[config.mk]
export PLATFORM = sky130hd
export DESIGN_NAME = pulse_event_queue_flat
export DESIGN_NICKNAME = d
export VERILOG_FILES = /design/src/rtl/pulse_event_queue_pkg.sv /design/src/rtl/pulse_event_queue_if.sv /design/src/rtl/pulse_event_queue_pend_sat_cnt.sv /design/src/rtl/pulse_event_queue.sv /design/src/flat_wrapper.sv
export SDC_FILE = /design/constraint.sdc
export NUM_CORES = 1
export LEC_CHECK = 0
export ABC_AREA = 1
export CORE_MARGIN = 5
export CORE_UTILIZATION = 43
export CTS_CLUSTER_DIAMETER = 200
export DETAILED_ROUTE_END_ITERATION = 10
export GPL_TIMING_DRIVEN = 0
export PLACE_DENSITY_LB_ADDON = 0.12
export SYNTH_ARGS = -nofsm -noshare
export SYNTH_HDL_FRONTEND = slang
export SYNTH_HIERARCHICAL = 1
export SYNTH_SLANG_ARGS = --single-unit
[constraint.sdc]
create_clock -name clk -period 2 [get_ports clk]
set_clock_uncertainty 0.05 [all_clocks]
set_input_delay 0.4 -clock clk [delete_from_list [all_inputs] [get_ports clk]]
set_output_delay 0.4 -clock clk [all_outputs]
set_load 0.02 [all_outputs]
[src/rtl/pulse_event_queue_pkg.sv]
// Shared state encoding and default sizing for the pulse event queue.
// Encoding 2'd3 is unused and the FSM recovers from it to IDLE.
package pulse_q_pkg;
  localparam logic [1:0] ST_IDLE    = 2'd0;
  localparam logic [1:0] ST_WAIT_HI = 2'd1;
  localparam logic [1:0] ST_WAIT_LO = 2'd2;

  localparam int CNT_W_DEF   = 4;
  localparam int TIMEOUT_DEF = 64;
  localparam int TO_W_DEF    = 7;

  typedef enum logic [1:0] {
    IDLE    = ST_IDLE,
    WAIT_HI = ST_WAIT_HI,
    WAIT_LO = ST_WAIT_LO
  } state_e;
endpackage

[src/rtl/pulse_event_queue_if.sv]
// Event/handshake bundle between the event source, the synchronizer and the queue.
interface pulse_event_queue_if #(parameter int CNT_W = 4);
  logic             ev_in;
  logic             sync_ack;
  logic             ovf_clr;
  logic             to_clr;
  logic             sync_req;
  logic [CNT_W-1:0] pending;
  logic             busy;
  logic             ovf;
  logic             to_err;

  modport master (
    output ev_in, sync_ack, ovf_clr, to_clr,
    input  sync_req, pending, busy, ovf, to_err
  );

  modport slave (
    input  ev_in, sync_ack, ovf_clr, to_clr,
    output sync_req, pending, busy, ovf, to_err
  );
endinterface

[src/rtl/pulse_event_queue_pend_sat_cnt.sv]
// Saturating up/down counter of pending events; a simultaneous inc and dec cancel.
module pend_sat_cnt #(
  parameter int W = 4
) (
  input  logic         clk,
  input  logic         rst_n,
  input  logic         i_inc,
  input  logic         i_dec,
  output logic [W-1:0] o_cnt,
  output logic         o_full,
  output logic         o_empty,
  output logic         o_ovf_pulse
);
  logic [W-1:0] r_cnt;

  assign o_cnt       = r_cnt;
  assign o_full      = &r_cnt;
  assign o_empty     = ~|r_cnt;
  // An increment is only lost when full and nothing leaves in the same cycle.
  assign o_ovf_pulse = i_inc & ~i_dec & o_full;

  always_ff @(posedge clk or negedge rst_n) begin
    if (!rst_n) begin
      r_cnt <= '0;
    end else if (i_inc && !i_dec && !o_full) begin
      r_cnt <= r_cnt + 1'b1;
    end else if (i_dec && !i_inc && !o_empty) begin
      r_cnt <= r_cnt - 1'b1;
    end
  end
endmodule

[src/rtl/pulse_event_queue.sv]
// Source-side event queue: issues one sync_req per pending event and waits for a
// full high-then-low acknowledge before the next; flags overflow and ack timeout.
module pulse_event_queue
  import pulse_q_pkg::*;
#(
  parameter int CNT_W   = CNT_W_DEF,
  parameter int TIMEOUT = TIMEOUT_DEF,
  parameter int TO_W    = TO_W_DEF
) (
  input  logic                 clk,
  input  logic                 rst_n,
  pulse_event_queue_if.slave   bus
);
  localparam logic [TO_W-1:0] TO_LAST = TO_W'(TIMEOUT - 1);

  state_e           r_state;
  state_e           w_state_nxt;
  logic [TO_W-1:0]  r_to_cnt;
  logic             r_sync_req;
  logic             r_ovf;
  logic             r_to_err;
  logic             w_issue;
  logic             w_to_hit;
  logic             w_full;
  logic             w_empty;
  logic             w_ovf_pulse;
  logic [CNT_W-1:0] w_pending;

  pend_sat_cnt #(.W(CNT_W)) u_pend (
    .clk         (clk),
    .rst_n       (rst_n),
    .i_inc       (bus.ev_in),
    .i_dec       (w_issue),
    .o_cnt       (w_pending),
    .o_full      (w_full),
    .o_empty     (w_empty),
    .o_ovf_pulse (w_ovf_pulse)
  );

  // A stale acknowledge still high in IDLE blocks the next issue.
  always_comb begin
    w_state_nxt = r_state;
    w_issue     = 1'b0;
    w_to_hit    = 1'b0;
    case (r_state)
      IDLE: begin
        if (!w_empty && !bus.sync_ack) begin
          w_issue     = 1'b1;
          w_state_nxt = WAIT_HI;
        end
      end
      WAIT_HI: begin
        if (bus.sync_ack) begin
          w_state_nxt = WAIT_LO;
        end else if (r_to_cnt == TO_LAST) begin
          w_to_hit    = 1'b1;
          w_state_nxt = IDLE;
        end
      end
      WAIT_LO: begin
        if (!bus.sync_ack) w_state_nxt = IDLE;
      end
      default: w_state_nxt = IDLE;
    endcase
  end

  always_ff @(posedge clk or negedge rst_n) begin
    if (!rst_n) begin
      r_state    <= IDLE;
      r_to_cnt   <= '0;
      r_sync_req <= 1'b0;
    end else begin
      r_state    <= w_state_nxt;
      r_sync_req <= w_issue;
      if (w_issue) begin
        r_to_cnt <= '0;
      end else if (r_state == WAIT_HI) begin
        r_to_cnt <= r_to_cnt + 1'b1;
      end
    end
  end

  // Sticky flags: a set in the same cycle as a clear wins.
  always_ff @(posedge clk or negedge rst_n) begin
    if (!rst_n) begin
      r_ovf    <= 1'b0;
      r_to_err <= 1'b0;
    end else begin
      if (w_ovf_pulse)      r_ovf <= 1'b1;
      else if (bus.ovf_clr) r_ovf <= 1'b0;
      if (w_to_hit)         r_to_err <= 1'b1;
      else if (bus.to_clr)  r_to_err <= 1'b0;
    end
  end

  ovf_only_when_full: assert property (@(posedge clk) disable iff (!rst_n) w_ovf_pulse |-> w_full);

  assign bus.sync_req = r_sync_req;
  assign bus.pending  = w_pending;
  assign bus.busy     = (r_state != IDLE);
  assign bus.ovf      = r_ovf;
  assign bus.to_err   = r_to_err;
endmodule

[src/flat_wrapper.sv]
// flat-port wrapper written by rule: the top's interface ports become plain ports
module pulse_event_queue_flat import pulse_q_pkg::*;
#(
  parameter int CNT_W   = CNT_W_DEF,
  parameter int TIMEOUT = TIMEOUT_DEF,
  parameter int TO_W    = TO_W_DEF
)
  (clk, rst_n, bus_ev_in, bus_sync_ack, bus_ovf_clr, bus_to_clr, bus_sync_req, bus_pending, bus_busy, bus_ovf, bus_to_err);
  pulse_event_queue_if #(.CNT_W(CNT_W)) bus_i ();
  input  logic clk;
  input  logic rst_n;
  input wire logic [$bits(bus_i.ev_in)-1:0] bus_ev_in;
  input wire logic [$bits(bus_i.sync_ack)-1:0] bus_sync_ack;
  input wire logic [$bits(bus_i.ovf_clr)-1:0] bus_ovf_clr;
  input wire logic [$bits(bus_i.to_clr)-1:0] bus_to_clr;
  output wire logic [$bits(bus_i.sync_req)-1:0] bus_sync_req;
  output wire logic [$bits(bus_i.pending)-1:0] bus_pending;
  output wire logic [$bits(bus_i.busy)-1:0] bus_busy;
  output wire logic [$bits(bus_i.ovf)-1:0] bus_ovf;
  output wire logic [$bits(bus_i.to_err)-1:0] bus_to_err;
  assign bus_i.ev_in = bus_ev_in;
  assign bus_i.sync_ack = bus_sync_ack;
  assign bus_i.ovf_clr = bus_ovf_clr;
  assign bus_i.to_clr = bus_to_clr;
  assign bus_sync_req = bus_i.sync_req;
  assign bus_pending = bus_i.pending;
  assign bus_busy = bus_i.busy;
  assign bus_ovf = bus_i.ovf;
  assign bus_to_err = bus_i.to_err;
  pulse_event_queue #(.CNT_W(CNT_W), .TIMEOUT(TIMEOUT), .TO_W(TO_W)) u_core (.clk(clk), .rst_n(rst_n), .bus(bus_i));
endmodule
==> results of run 1 <==
[cell families after synthesis]
| logic type | after synthesis |
|---|---|
| compound gates | 10 |
| xor+xnor | 3 |
| fa+ha+maj | 4 |
| buf+inv | 17 |
| flops | 16 |
| simple gates | 69 |
[metal layers]
layer,track usage,wire [um]
met1,0.176,923
met2,0.201,843
met3,0.0552,101
met4,0.0497,15
met5,0,0
[layout make-up]
class / instances / area (um2) / area share
multi-input cells: 86 / 527 / 0.417
inverters: 17 / 70.1 / 0.0555
well taps: 28 / 35.0 / 0.0278
clock buffers: 3 / 22.5 / 0.0178
flip-flops and latches: 16 / 405 / 0.321
repair buffers: 22 / 203 / 0.161
[cell usage in the layout (no fill, tap or decap), types with 2 or more instances in the layout]
| cell | instances |
|---|---|
| nand2_1 | 34 |
| inv_1 | 13 |
| nand3_1 | 13 |
| dfrtp_1 | 12 |
| clkdlybuf4s50_1 | 11 |
| buf_4 | 8 |
| nor2_1 | 8 |
| o21ai_0 | 4 |
| dfrtp_2 | 4 |
| clkbuf_4 | 3 |
| nor2_2 | 3 |
| nor2_4 | 3 |
| nand2_4 | 2 |
| inv_4 | 2 |
| a21oi_1 | 2 |
| o21bai_1 | 2 |
| nand4_1 | 2 |
| ha_4 | 2 |
[worst max-delay path: stages, from the launching register on]
cell     delay [ns]
dfrtp_2        0.41
nor2_1         0.11
nand2_1        0.08
inv_1          0.06
nor2_2         0.05
nand2_4        0.09
inv_4          0.04
nor2_4         0.10
o21ai_4        0.10
buf_6          0.13
fa_2           0.37
xnor2_2        0.14
a21oi_1        0.12
[repair_timing]
item / CTS / global route
setup endpoints to repair: 3 / 3
resized for setup: 4 / 10
pin swaps: 1 / 3
buffers inserted: 4 / 5
gates cloned: 0 / 0
[state kept, by name (all words and copies together), names as in the netlist]
register,flops
u_core/bus.ovf,1
u_core/bus.to_err,1
u_core/r_state,2
u_core/u_pend/o_cnt,4
u_core/bus.sync_req,1
u_core/r_to_cnt,7
[per-stage QoR]
| step | total power (uW) | cells | setup TNS [ns] | util | hold slack, ns |
|---|---|---|---|---|---|
| 2_1_floorplan | 1170 | 119 | 0 | - | 0.0544 |
| 3_3_place_gp | 1410 | 160 | -0.940 | 0.524 | 0.413 |
| 3_5_place_dp | 1430 | 160 | -1.06 | 0.524 | 0.427 |
| 4_1_cts | 1680 | 167 | 0 | 0.552 | 0.449 |
| 5_1_grt | 1980 | 172 | -0.0618 | 0.588 | 0.490 |
| 6_report | 1800 | 172 | 0 | 0.588 | 0.438 |
[worst max-delay path by stage]
stage	to	slack (ns)
floorplan	u_core/u_pend/o_cnt[3]$_DFFE_PN0P_	0.003
global placement	u_core/u_pend/o_cnt[3]$_DFFE_PN0P_	-0.39
detailed placement	u_core/u_pend/o_cnt[3]$_DFFE_PN0P_	-0.44
finish	u_core/u_pend/o_cnt[2]$_DFFE_PN0P_	0.07
global route	u_core/u_pend/o_cnt[3]$_DFFE_PN0P_	-0.05
CTS	bus_busy	0.02
[power by group through the flow]
| stage | Clock, uW | Combinational [uW] | Sequential (uW) |
|---|---|---|---|
| after global placement | 0 | 834 | 573 |
| after CTS | 177 | 987 | 519 |
| after floorplan | 0 | 549 | 621 |
| after global routing | 199 | 1240 | 543 |
| final | 163 | 1110 | 526 |
| after detailed placement | 0 | 855 | 578 |
==> impl_metrics.json, run 1 <==
{
  "status": "complete, no violations",
  "antenna_cells": 0,
  "synthTopCellsByArea": "dfrtp_1 (42%), nand2_1 (14%), nand3_1 (6.9%)",
  "cts_buffers": 3,
  "fin_crit_ns": 1.93,
  "dp_slack_ns": -0.440,
  "hold_viol": 0,
  "postCtsHoldBufs": 0,
  "core_area_um2": 2150,
  "synth-compound-area-share": 0.0703,
  "syn_nets": 129,
  "firstDrtPassIters": 4,
  "drcViolationCount": 0,
  "swShare": 0.435,
  "maxCapViolCount": 0,
  "grt_pass1_vias": 757,
  "fillers": 195,
  "synth_seq_cells": 16,
  "postSynth.asyncResetShare": 1.00,
  "r2r_start": "u_core/u_pend/o_cnt[3]$_DFFE_PN0P_",
  "whs_path_depth": 2,
  "tightest_slew_ns": 0.709,
  "rr_endpoint": "u_core/u_pend/o_cnt[2]$_DFFE_PN0P_",
  "cts_max_level": 1,
  "grt_max_degree": 17,
  "combPwrFrac": 0.617,
  "chipHeight_um": 56.8,
  "die_x_um": 56.8,
  "required_ns": 2.16,
  "vias": 822,
  "grt_pass1_wl_um": 3390,
  "rr_worst_depth": 12,
  "synthCells": 119,
  "synth_top_family_by_area": "simple AND/OR/NAND/NOR gates",
  "crit_path_start_kind": "register",
  "grtUsageTotal": 0.135,
  "viasPerCell": 4.78,
  "synthXorXnorAreaFrac": 0.0279,
  "critPathLaunch": "u_core/u_pend/o_cnt[3]$_DFFE_PN0P_",
  "timing.final.crit_share": 0.967,
  "critical_path_peak_fanout": 4,
  "p_clk_frac": 0.090,
  "power.net_switching_uw": 781,
  "final_area_um2": 1260,
  "p_per_area_nw_per_um2": 1420,
  "grt-ovfl-total": 0,
  "synthDistinctLibCells": 24,
  "antenna_found_initial": 0,
  "synthesis.area_um2": 943,
  "cts.sinks": 16,
  "setup_viol": 0,
  "power_frac_seq": 0.293,
  "insertion_delay_ns": 0.28,
  "p_leak_uw": 0.000624,
  "cts.clk_slew.worst_paths_ns": 0.09,
  "synthTopCellsByCount": "nand2_1 (34), dfrtp_1 (16), inv_1 (14)",
  "drt_iter0_drc": 13,
  "seq_area_frac_synth": 0.424,
  "syn_avg_cell_area_um2": 7.93,
  "hpwl_um": 1340,
  "critical_path.endpoint_type": "register",
  "hold_path_class": "reg -> reg",
  "arrival_ns": 2.09,
  "place_area_um2": 1130,
  "worstSetupPathType": "reg -> reg",
  "clk_path_buf_depth": 2,
  "max_freq_ghz": 0.517,
  "min-delay-start": "u_core/bus.to_err$_DFFE_PN0P_",
  "synthFlopType": "dfrtp_1",
  "slew_viol_final": 0,
  "wl_per_cell_um": 10.9,
  "drive_gt1_frac": 0.250,
  "cts_tree": "done",
  "hold_path_end": "u_core/bus.to_err$_DFFE_PN0P_",
  "yosysMostFrequentCell": "nand2_1",
  "start_util": 0.439,
  "setup_slack_ns": 0.0664,
  "grt_setup_unrepaired": "yes",
  "synth.top_cell.area_share": 0.424,
  "routed_wl_um": 1880,
  "portBuffers": 13,
  "yosysWarningCount": 6,
  "yosys.area.top_type": "dfrtp_1",
  "cts-root-buf": "clkbuf_4",
  "fp-row-count": 17,
  "maxSlewHeadroom": 0.526,
  "synth_mux_area_frac": 0,
  "ant_nets": 0,
  "area_delta_synth_final_pct": 33.8,
  "dieArea_um2": 3230,
  "top_level_ports": 14,
  "ir_worst_vdd_uv": 1040,
  "synth_edf_count": 0,
  "gp_congestion": 0.737,
  "synth-simple-area-share": 0.345,
  "synthAdderAreaFrac": 0.0610,
  "fin_nets": 156,
  "p_int_uw": 1020,
  "r2r_setup_slack_ns": 0.07
}
Power figures use the tool's default switching activity.
==> run 2, diff against run 1 <==
--- a/config.mk
+++ b/config.mk
@@ -11,7 +11,7 @@
 export CTS_CLUSTER_DIAMETER = 200
 export DETAILED_ROUTE_END_ITERATION = 10
 export GPL_TIMING_DRIVEN = 0
-export PLACE_DENSITY_LB_ADDON = 0.12
+export PLACE_DENSITY_LB_ADDON = 0.1
 export SYNTH_ARGS = -nofsm -noshare
 export SYNTH_HDL_FRONTEND = slang
 export SYNTH_HIERARCHICAL = 1
==> run 2 against run 1 <==
Net effect:
- non-clock buffer count did not move
- core utilization fell by 0.64 points
- final cell count did not move
- maximum frequency fell by 0.53%
- first-iteration DRC count did not move
- wire length rose by 2.8%
- die area did not move
- register-to-register slack barely moved
- setup slack got worse by 0.010 ns
- clock power barely moved
- sequential share of layout area rose by 0.35 points
- via count rose by 1.6%
==> impl_metrics.json, run 2 (same netlist as run 1, synthesis figures left out) <==
{
  "max_freq_ghz": 0.514,
  "dp_slack_ns": -0.422,
  "cts_tree": "done",
  "slew_viol_final": 0,
  "dieArea_um2": 3230,
  "hpwl_um": 1380,
  "start_util": 0.439,
  "die_x_um": 56.8,
  "setup_viol": 0,
  "antenna_found_initial": 0,
  "final_common_cell": "nand2_1",
  "drive_gt1_frac": 0.236,
  "fin_util": 0.581,
  "cts-root-buf": "clkbuf_4",
  "drt_iter0_drc": 13,
  "cts_buffers": 3,
  "fin_crit_ns": 1.94,
  "status": "complete, no violations",
  "portBuffers": 13,
  "fillers": 197,
  "largest_reg_flops": 7,
  "grtUsageTotal": 0.134,
  "cts.clk_slew.worst_paths_ns": 0.09,
  "gp_congestion": 0.710,
  "p_leak_uw": 0.000618,
  "grt_pass1_vias": 849,
  "vias": 835,
  "timing.final.crit_share": 0.972,
  "clk_path_buf_depth": 2,
  "cts.sinks": 16,
  "ant_nets": 0,
  "antenna_cells": 0,
  "grt_setup_unrepaired": "yes",
  "viasPerCell": 4.85,
  "maxCapViolCount": 0,
  "power_uw": 1760,
  "fp-row-count": 17,
  "firstDrtPassIters": 4,
  "grt_max_degree": 17,
  "core_area_um2": 2150,
  "routed_wl_um": 1940,
  "drcViolationCount": 0,
  "grt-ovfl-total": 0,
  "tightest_slew_ns": 0.725,
  "area_delta_synth_final_pct": 32.4,
  "crit_path_start_kind": "register",
  "placedCellCount": 160,
  "r2r_setup_slack_ns": 0.06,
  "fin_nets": 156,
  "cts_max_level": 1,
  "required_ns": 2.17,
  "top_register": "u_core/r_to_cnt",
  "chipHeight_um": 56.8,
  "arrival_ns": 2.11,
  "hold_path_class": "reg -> reg",
  "maxSlewHeadroom": 0.515,
  "ir_worst_vdd_uv": 919,
  "critical_path.endpoint_type": "register",
  "wl_per_cell_um": 11.3,
  "layout_common_cells": "nand2_1 (34), inv_1 (13), nand3_1 (13)",
  "insertion_delay_ns": 0.28,
  "critical_path_peak_fanout": 6,
  "finalNonFillerCells": 172,
  "hold_viol": 0,
  "top_level_ports": 14,
  "worstSetupPathType": "reg -> reg",
  "p_per_area_nw_per_um2": 1410,
  "setup_slack_ns": 0.0561,
  "grt_pass1_wl_um": 3450
}
run 2: cell types whose count changed in the layout (fill, tap and decap cells not counted):
cell and change:
xnor2_2 -1, buf_4 +1, fa_2 -1, fa_1 +1, buf_6 -1, xnor2_1 +1
run 2: layer usage:
metal / part of all wire / GRT usage
met4: 0.0021 / 0.0728
met1: 0.45 / 0.158
met5: 0 / 0
met3: 0.039 / 0.0345
met2: 0.51 / 0.219
run 2: final timing paths:
check | start | to | depth (start not counted)
max in group asynchronous | rst_n | u_core/u_pend/o_cnt[2]$_DFFE_PN0P_ | 1
min | u_core/bus.to_err$_DFFE_PN0P_ | u_core/bus.to_err$_DFFE_PN0P_ | 2
max reg2reg | u_core/u_pend/o_cnt[3]$_DFFE_PN0P_ | u_core/u_pend/o_cnt[3]$_DFFE_PN0P_ | 15
min in group asynchronous | rst_n | u_core/r_to_cnt[6]$_DFFE_PN0P_ | 1
max | u_core/u_pend/o_cnt[3]$_DFFE_PN0P_ | u_core/u_pend/o_cnt[3]$_DFFE_PN0P_ | 15
min reg2reg | u_core/bus.to_err$_DFFE_PN0P_ | u_core/bus.to_err$_DFFE_PN0P_ | 2
run 2: where the power goes:
part	switching [uW]	internal, uW	total [uW]
Sequential	93.0	435	528
Combinational	587	482	1070
Clock	94.7	69.7	164
run 2: layout make-up:
class / instances / area, um2 / area share
Inverter: 17 / 70.1 / 0.0561
Multi-Input combinational cell: 86 / 517 / 0.414
Sequential cell: 16 / 405 / 0.325
Timing Repair Buffer: 22 / 199 / 0.159
Tap cell: 28 / 35.0 / 0.0281
Clock buffer: 3 / 22.5 / 0.0180
run 2: through the flow:
step	TNS, ns	area (um2)	hold slack (ns)
3_3_place_gp	-0.977	1130	0.414
6_report	0	1250	0.441
2_1_floorplan	0	961	0.0544
5_1_grt	-0.0891	1250	0.475
4_1_cts	-0.0433	1190	0.446
3_5_place_dp	-0.988	1130	0.427
run 2: worst max-delay path, stage by stage (launching register included):
cell	delay, ns
dfrtp_2	0.42
nor2_2	0.11
nand2_1	0.07
inv_1	0.06
nor2_2	0.05
nand2_4	0.10
inv_4	0.05
nor2_4	0.10
o21ai_4	0.11
ha_4	0.25
or2_1	0.21
nand2_1	0.07
nand2_1	0.06
nand3_1	0.07
nand2_1	0.05
nand2_1	0.06
run 2: what timing repair did:
item	CTS	global route
buffers inserted	4	5
hold buffers	0	0
setup endpoints to repair	3	3
pin swaps	0	0
gates resized for setup	4	6
